--- src/rtl/seg_frame_driver_if.sv ---
// Load handshake and display-side signals shared between a frame writer/rotator
// and the segment frame driver.
interface seg_frame_driver_if;
  logic [7:0]  anode_in;
  logic [31:0] data_in;
  logic [7:0]  dp_in;
  logic        load_valid;
  logic        load_ready;
  logic [7:0]  anode_out;
  logic [6:0]  cathode;
  logic        dp_out;
  logic        frame_done;

  modport master (
    output anode_in, data_in, dp_in, load_valid,
    input  load_ready, anode_out, cathode, dp_out, frame_done
  );

  modport slave (
    input  anode_in, data_in, dp_in, load_valid,
    output load_ready, anode_out, cathode, dp_out, frame_done
  );
endinterface

--- src/rtl/seg_frame_driver.sv ---
// Double-buffered 8-digit hex frame driver: decodes the rotator's anode select into
// registered cathode/dp/anode outputs, committing new frames only at 7F->FE boundaries.
module seg_frame_driver #(
  parameter bit LZ_BLANK = 1'b1
) (
  input logic          clock,
  input logic          reset,
  seg_frame_driver_if.slave bus
);

  logic [31:0] active_data, shadow_data, frame_data;
  logic [7:0]  active_dp, shadow_dp, frame_dp, prev_anode;
  logic [7:1]  upper_zero;
  logic        shadow_full, boundary, commit, load_fire, digit_valid, blank;
  logic [2:0]  digit_idx;
  logic [3:0]  nibble;
  logic [6:0]  seg_pattern;

  assign bus.load_ready = !shadow_full;
  assign load_fire      = bus.load_valid && !shadow_full;
  assign boundary       = (prev_anode == 8'h7F) && (bus.anode_in == 8'hFE);
  assign commit         = boundary && shadow_full;

  // Digit 0 registered on the boundary edge must already show the committed frame.
  assign frame_data = commit ? shadow_data : active_data;
  assign frame_dp   = commit ? shadow_dp   : active_dp;

  always_comb begin
    digit_valid = 1'b1;
    digit_idx   = 3'd0;
    case (bus.anode_in)
      8'hFE:   digit_idx = 3'd0;
      8'hFD:   digit_idx = 3'd1;
      8'hFB:   digit_idx = 3'd2;
      8'hF7:   digit_idx = 3'd3;
      8'hEF:   digit_idx = 3'd4;
      8'hDF:   digit_idx = 3'd5;
      8'hBF:   digit_idx = 3'd6;
      8'h7F:   digit_idx = 3'd7;
      default: digit_valid = 1'b0;
    endcase
  end

  always_comb begin
    upper_zero = '0;
    for (int i = 1; i < 8; i++)
      upper_zero[i] = ((frame_data >> (4 * i)) == 32'h0);
  end

  assign nibble = frame_data[{digit_idx, 2'b00} +: 4];
  assign blank  = LZ_BLANK && (digit_idx != 3'd0) && upper_zero[digit_idx];

  always_comb begin
    seg_pattern = 7'h7F;
    case (nibble)
      4'h0: seg_pattern = 7'h40;
      4'h1: seg_pattern = 7'h79;
      4'h2: seg_pattern = 7'h24;
      4'h3: seg_pattern = 7'h30;
      4'h4: seg_pattern = 7'h19;
      4'h5: seg_pattern = 7'h12;
      4'h6: seg_pattern = 7'h02;
      4'h7: seg_pattern = 7'h78;
      4'h8: seg_pattern = 7'h00;
      4'h9: seg_pattern = 7'h10;
      4'hA: seg_pattern = 7'h08;
      4'hB: seg_pattern = 7'h03;
      4'hC: seg_pattern = 7'h46;
      4'hD: seg_pattern = 7'h21;
      4'hE: seg_pattern = 7'h06;
      4'hF: seg_pattern = 7'h0E;
      default: seg_pattern = 7'h7F;
    endcase
  end

  always_ff @(posedge clock) begin
    if (reset) begin
      active_data    <= '0;
      active_dp      <= '0;
      shadow_data    <= '0;
      shadow_dp      <= '0;
      shadow_full    <= 1'b0;
      prev_anode     <= 8'hFF;
      bus.anode_out  <= 8'hFF;
      bus.cathode    <= 7'h7F;
      bus.dp_out     <= 1'b1;
      bus.frame_done <= 1'b0;
    end else begin
      prev_anode     <= bus.anode_in;
      bus.frame_done <= boundary;
      // Commit needs a full shadow and a load needs an empty one, so they never collide.
      if (commit) begin
        active_data <= shadow_data;
        active_dp   <= shadow_dp;
        shadow_full <= 1'b0;
      end else if (load_fire) begin
        shadow_data <= bus.data_in;
        shadow_dp   <= bus.dp_in;
        shadow_full <= 1'b1;
      end
      if (digit_valid) begin
        bus.anode_out <= bus.anode_in;
        bus.cathode   <= blank ? 7'h7F : seg_pattern;
        bus.dp_out    <= ~frame_dp[digit_idx];
      end else begin
        bus.anode_out <= 8'hFF;
        bus.cathode   <= 7'h7F;
        bus.dp_out    <= 1'b1;
      end
    end
  end

endmodule

--- src/flat_wrapper.sv ---
// flat-port wrapper written by rule: the top's interface ports become plain ports
module seg_frame_driver_flat 
#(
  parameter bit LZ_BLANK = 1'b1
)
  (clock, reset, bus_anode_in, bus_data_in, bus_dp_in, bus_load_valid, bus_load_ready, bus_anode_out, bus_cathode, bus_dp_out, bus_frame_done);
  seg_frame_driver_if bus_i ();
  input logic clock;
  input logic reset;
  input wire logic [$bits(bus_i.anode_in)-1:0] bus_anode_in;
  input wire logic [$bits(bus_i.data_in)-1:0] bus_data_in;
  input wire logic [$bits(bus_i.dp_in)-1:0] bus_dp_in;
  input wire logic [$bits(bus_i.load_valid)-1:0] bus_load_valid;
  output wire logic [$bits(bus_i.load_ready)-1:0] bus_load_ready;
  output wire logic [$bits(bus_i.anode_out)-1:0] bus_anode_out;
  output wire logic [$bits(bus_i.cathode)-1:0] bus_cathode;
  output wire logic [$bits(bus_i.dp_out)-1:0] bus_dp_out;
  output wire logic [$bits(bus_i.frame_done)-1:0] bus_frame_done;
  assign bus_i.anode_in = bus_anode_in;
  assign bus_i.data_in = bus_data_in;
  assign bus_i.dp_in = bus_dp_in;
  assign bus_i.load_valid = bus_load_valid;
  assign bus_load_ready = bus_i.load_ready;
  assign bus_anode_out = bus_i.anode_out;
  assign bus_cathode = bus_i.cathode;
  assign bus_dp_out = bus_i.dp_out;
  assign bus_frame_done = bus_i.frame_done;
  seg_frame_driver #(.LZ_BLANK(LZ_BLANK)) u_core (.clock(clock), .reset(reset), .bus(bus_i));
endmodule
--- config.mk ---
export PLATFORM = sky130hd
export DESIGN_NAME = seg_frame_driver_flat
export DESIGN_NICKNAME = d
export VERILOG_FILES = /design/src/rtl/seg_frame_driver_if.sv /design/src/rtl/seg_frame_driver.sv /design/src/flat_wrapper.sv
export SDC_FILE = /design/constraint.sdc
export NUM_CORES = 1
export LEC_CHECK = 0
export CAP_MARGIN = 20
export CELL_PAD_IN_SITES_DETAIL_PLACEMENT = 1
export CELL_PAD_IN_SITES_GLOBAL_PLACEMENT = 2
export CORE_MARGIN = 2
export CORE_UTILIZATION = 32
export DETAILED_ROUTE_END_ITERATION = 12
export GPL_TIMING_DRIVEN = 0
export PLACE_DENSITY_LB_ADDON = 0.05
export SYNTH_ARGS = -nofsm -noshare
export SYNTH_HDL_FRONTEND = slang
export SYNTH_SLANG_ARGS = --single-unit
--- constraint.sdc ---
create_clock -name clock -period 3.5 [get_ports clock]
set_input_delay 0.525 -clock clock [delete_from_list [all_inputs] [get_ports clock]]
set_output_delay 0.525 -clock clock [all_outputs]
set_load 0.1 [all_outputs]
==> Word level (Yosys, flattened, before mapping) <==
Memory sizes are Yosys's and may differ from the RTL's. A register that Yosys moved wholly into a read port is not among the register bits.
Index checks and enable logic that the tools add are counted.
{ "totals": {"regBits": 99, "latch_bits": 0, "ram_bits": 0, "mem_bits_ro": 112, "in_bits": 51, "out_inout_bits": 18, "elab_cells": 50, "memories": 1} }
{ "memory_table": {"columns": ["memory", "words", "width", "read_ports", "rd_clocked_by_memory_dff", "wr", "line_no", "text"], "rows": [
  ["(name not given)", 16, 7, 1, 1, 0, "seg_frame_driver.sv:55", "case (nibble)"]
]} }
{ "classes": {"add_sub_neg": 0, "mul": 0, "div": 0, "magnitude_cmp": 1, "n_eq_ne": 9, "n_shift": 1, "mux": 8, "n_bitwise": 3, "n_reduce_logical": 18} }
{ "ops": {"columns": ["op", "n"], "rows": [
  ["logical NOT 32 bit", 7],
  ["equality test 8 bit (second input constant)", 7],
  ["two-way mux 32 bit", 1],
  ["variable part select 32 x 6 -> 4 bit", 1],
  ["one-hot mux 3 bit (7 select lines)", 1],
  ["equality test 8 x 7 -> 1 bit (second input constant)", 2],
  ["two-way mux 8 bit", 1],
  ["OR reduction 8 bit", 1],
  ["binary-select mux 1 bit (select 3 bit)", 2],
  ["logical AND 1 bit", 4],
  ["< comparator 3 x 4 -> 1 bit (second input constant)", 1],
  ["OR reduction 2 bit", 2],
  ["two-way mux 1 bit", 3],
  ["inverter 1 bit", 3],
  ["nonzero test 3 bit", 1],
  ["OR reduction 3 bit", 1],
  ["AND reduction 2 bit", 1],
  ["logical NOT 1 bit", 1]
]} }

==> Logic depth before layout (Yosys ltp) <==
{ "depth": {"ltp_word": 9, "ltp_mapped": 14, "ltp_nobuf": 12} }

==> Worst setup path before layout <==
Ideal clock, no wire load.
{ "synth_path": {"path_kind": "input-to-reg", "from": "input bus_anode_in[0]", "to": "register u_core.bus.cathode[5]", "setup_time_ps": 79, "arrival_ps": 2883, "t_required_ps": 3421, "path_slack_ps": 538, "path_stages": 13, "path_buffers": 1, "path_cell_list": "buf_2 -> nand4b_1 -> or4_4 -> nor2_4 -> nand2_1 -> a31o_1 -> a221o_1 -> inv_2 -> ha_1 -> inv_1 -> nor3_1 -> o21ai_0 -> o211ai_1"} }
{ "synth_via": {"elab_chain_len": 9, "elab_cells_between_ends": 28, "cone_classes": "eq/ne (8); shift (1); mux (5); bitwise (1); reduce/logical (13)"} }
{ "synth_lines": {"columns": ["item", "line_no", "text"], "rows": [
  ["start: declaration", "flat_wrapper.sv:10", "input wire logic [$bits(bus_i.anode_in)-1:0] bus_anode_in;"],
  ["equality test 8 bit", "seg_frame_driver.sv:21, seg_frame_driver.sv:31", null],
  ["logical AND 1 bit", "seg_frame_driver.sv:21", "assign boundary = (prev_anode == 8'h7F) && (bus.anode_in == 8'hFE);"],
  ["logical AND 1 bit", "seg_frame_driver.sv:22", "assign commit = boundary && shadow_full;"],
  ["two-way mux 32 bit", null, null],
  ["logical NOT 32 bit", "seg_frame_driver.sv:47", "upper_zero[i] = ((frame_data >> (4 * i)) == 32'h0);"],
  ["binary-select mux 1 bit (select 3 bit)", "seg_frame_driver.sv:51", "assign blank = LZ_BLANK && (digit_idx != 3'd0) && upper_zero[digit_idx];"],
  ["two-way mux 1 bit (implied by the code)", "seg_frame_driver.sv:51", null],
  ["logical AND 1 bit", "seg_frame_driver.sv:51", null],
  ["OR reduction 3 bit (no source line)", null, null],
  ["end: declaration", "seg_frame_driver_if.sv:21", "output load_ready, anode_out, cathode, dp_out, frame_done"]
]} }
Several ways; a longest one is shown, not always the timed one. The select of a mux whose other input is x is not followed.
A chain may end at the register's enable or synchronous reset.

==> Worst setup path in the final report <==
{ "layout_path": {"from": "input bus_anode_in[5]", "to": "register u_core.bus.cathode[5]"} }
The elaborated chain is that of the path after synthesis.

==> reports/qor.csv <==
stage,metric,value,unit
timing,clk_skew,0.00482,ns
detailed_routing,Vias,4289,
setup_path,critical path launch point type,input pin,
timing,Max Slew Vio Count,0,
setup_path,Crit Path Class,input pin to flip-flop,
grt,initial antenna violation count,0,
setup_path,WP buf/inv,4,
timing,final period utilization,94.6,%
grt,vias in the first global route,4421,
clock_network,CTS tree,done,
final_layout,most frequent cells in the layout,"nand2_1, dfxtp_1, a21oi_1",
setup_path,largest fanout on the critical path,10,
setup_path,CP max stage cell,nor3_1,
synth,Mapped Area,0.00471,mm^2
synth,"EDFF count, synth",0,
floorplan,Die Area,0.0157,mm^2
job,max_cap viols,0,
synth,"FFs w/ async S/R, synth",0,%
grt,grt ovf,0,
clock_network,Num CTS Buffers,9,
synth,Post-synth top flop,dfxtp_1,
timing,Slew headroom,33.6,%
pwr,leakage,2.13,nW
synth,sequential element share of the synthesized area,45.0,%
clock_network,Post-CTS Hold Fix Bufs,0,
setup_path,"delay-heaviest family, CP",simple AND/OR/NAND/NOR gates,
final_layout,layout cells sized above 1,9.28,%
detailed_routing,total wire length,14.7,mm
detailed_routing,Antenna Nets Post-Route,0,
grt,first-pass GRT wire length,23.9,mm
clock_network,clock-pin slew on the worst setup and hold paths,0.07,ns
setup_path,Worst EP required,3.77,ns
floorplan,starting density of the core,32.6,%
synth,syn nets,631,
synth,Yosys reg bits,106,
worst_hold_path,HP Class,flip-flop to flip-flop,
final_layout,Final #Nets,708,
synth,Syn. warnings,0,
synth,Synth Instances,575,
timing,final hold vios,0,
placement,dpl cells,820,
final_layout,Syn-to-layout area delta,26.5,%
outcome,status,finished clean,
placement,Post-DP HPWL,11.3,mm
pwr,cell area power density,443,mW/mm^2
clock_network,clock buffer depth,2,
synth,Unique masters post-synth,64,
setup_path,"Cell Chain, Critical Path",clkdlybuf4s50_1 > buf_4 > nand4_1 > nor3_1 > o21ai_0 > o211a_1 > inv_1 > ha_1 > inv_1 > nor3_1 > o21ai_0 > o211ai_1,
clock_network,clk_lat worst skew,0.35,ns
placement,Buffers on Ports,61,
detailed_routing,TritonRoute pass-1 iters,4,
floorplan,Core Box Area,0.0145,mm^2
setup_path,"Data arrival, critical path",3.59,ns
timing,min Tclk post-route,3.31,ns
synth,Mapped Avg Cell Area,8.20,um^2
pwr,Max VDD drop,0.295,mV
timing,hold slack final,0.463,ns
floorplan,Die X,125,um
detailed_routing,drt drc,0,
timing,Setup-failing EPs final,0,
final_layout,"most common cell after layout, fill and taps aside",nand2_1,
clock_network,Root Buffer Master,clkbuf_16,
grt,gr usage total,19.2,%
final_layout,Ant. Diodes,0,
floorplan,height of the chip,125,um
clock_network,clock sinks,106,
detailed_routing,Vias/cell,5.10,
setup_path,"slowest stage delay, CP",0.79,ns
clock_network,htree depth,3,
timing,RSZ-0062 raised after global routing,false,
grt,largest net degree at the start of global routing,17,
placement,placer congestion estimate,0.883,
detailed_routing,Routed WL per cell,17.5,um
floorplan,# rows,44,
floorplan,# IOs,69,
setup_path,Setup crit end kind,flip-flop,
timing,maximum clock rate,0.302,GHz
timing,pin slew with the least headroom to its limit,0.992,ns
detailed_routing,drt first-iter violations,222,
final_layout,non-filler cells in the finished layout,841,
-- sequential cells by signal, indices dropped and copies added (netlist names) --
register and flops:
u_core.bus.frame_done 1, u_core.shadow_dp 8, u_core.prev_anode 8, u_core.shadow_full 1, u_core.active_dp 8, u_core.bus.cathode 7, u_core.bus.dp_out 1, u_core.shadow_data 32
u_core.bus.anode_out 8, u_core.active_data 32
-- synthesized netlist by cell type (all sizes together), types with 3 or more instances --
master / n / share of area (%)
a21oi: 79 / 8.4
or2: 8 / 1.1
buf: 11 / 1.2
o41ai: 4 / 0.74
dfxtp: 106 / 45
nand4b: 6 / 1.1
nand2b: 11 / 1.5
inv: 11 / 0.88
clkbuf: 25 / 2.0
nand2: 159 / 13
xnor2: 4 / 0.90
o211ai: 4 / 0.64
mux2i: 18 / 3.8
o21ai: 16 / 1.7
nand4: 6 / 0.80
nor4: 14 / 2.3
nor3: 7 / 0.85
nand3: 10 / 1.1
o221ai: 4 / 0.88
ha: 5 / 1.3
o21a: 3 / 0.48
nor2: 22 / 1.9
-- stage by stage --
stage | TNS (ns) | power, mW | utilization [%] | setup WS, ns | cell area (um^2)
global placement | -5.18 | 1.53 | 38.4 | -0.502 | 5560
detailed placement | -7.53 | 1.53 | 38.4 | -0.647 | 5560
CTS | 0 | 2.68 | 41.0 | 0.0297 | 5930
floorplan | 0 | 1.42 | - | 0.538 | 4710
global route | 0 | 2.76 | 41.2 | 0.00424 | 5960
finish | 0 | 2.64 | 41.2 | 0.188 | 5960
-- worst register-to-register path: cells and delay by family (launching register included) --
kind,cells,cell delay [ns]
compound gates,4,0.91
simple gates,5,1.19
flops,1,0.34
buf+inv,2,0.21
fa+ha+maj,1,0.23
-- layout make-up --
type                            count  area (um^2)
Clock buffer                       13          270
Timing Repair Buffer               66          647
Multi-Input combinational cell    422         2430
Buffer                             36          156
Tap cell                          184          230
Sequential cell                   106         2120
Fill cell                        1734         8520
Clock inverter                      3         68.8
Inverter                           11         41.3
-- power breakdown --
group / internal, mW / total [mW] / switching [mW] / leakage [nW]
combinational: 0.102 / 0.242 / 0.141 / 1.10
sequential: 1.24 / 1.26 / 0.0246 / 0.863
clock: 0.689 / 1.13 / 0.445 / 0.166
total: 2.03 / 2.64 / 0.610 / 2.13
-- worst paths after layout --
path	start	end	slack (ns)	depth (start not counted)
worst max-delay path	bus_anode_in[5]	u_core.bus.cathode[5]$_SDFF_PP1_	0.19	12
worst min-delay path	u_core.shadow_dp[7]$_SDFFE_PP0P_	u_core.shadow_dp[7]$_SDFFE_PP0P_	0.46	2
worst max register to register	u_core.prev_anode[3]$_SDFF_PP1_	u_core.bus.cathode[5]$_SDFF_PP1_	0.53	12
worst min register to register	u_core.shadow_dp[7]$_SDFFE_PP0P_	u_core.shadow_dp[7]$_SDFFE_PP0P_	0.46	2
-- layer usage --
layer	GRT usage (%)	share of wire [%]	wire length [um]	up-vias
met5	0	0	0	-
met4	5.03	1.8	259	0
met3	4.71	4.9	719	13
met2	31.7	48	7030	84
met1	25.3	46	6740	2042
li1	-	-	-	2150
-- cells by family after synthesis --
logic type               count (synthesis)  synth area share, %
flip-flops                             106                 45.0
multiplexers                            20                 4.30
XOR/XNOR                                 4                0.903
AND/OR/NAND/NOR                        255                 25.1
AO/OA/AOI/OAI                          138                 19.2
adder cells (fa/ha/maj)                  5                 1.33
buffers and inverters                   47                 4.11
-- timing repair --
item,4_1_cts,5_1_grt
buffers inserted,2,3
endpoints found under the setup margin,5,6
resized for setup,6,6
pin swaps,2,2
(Power assumes the default switching activity.)
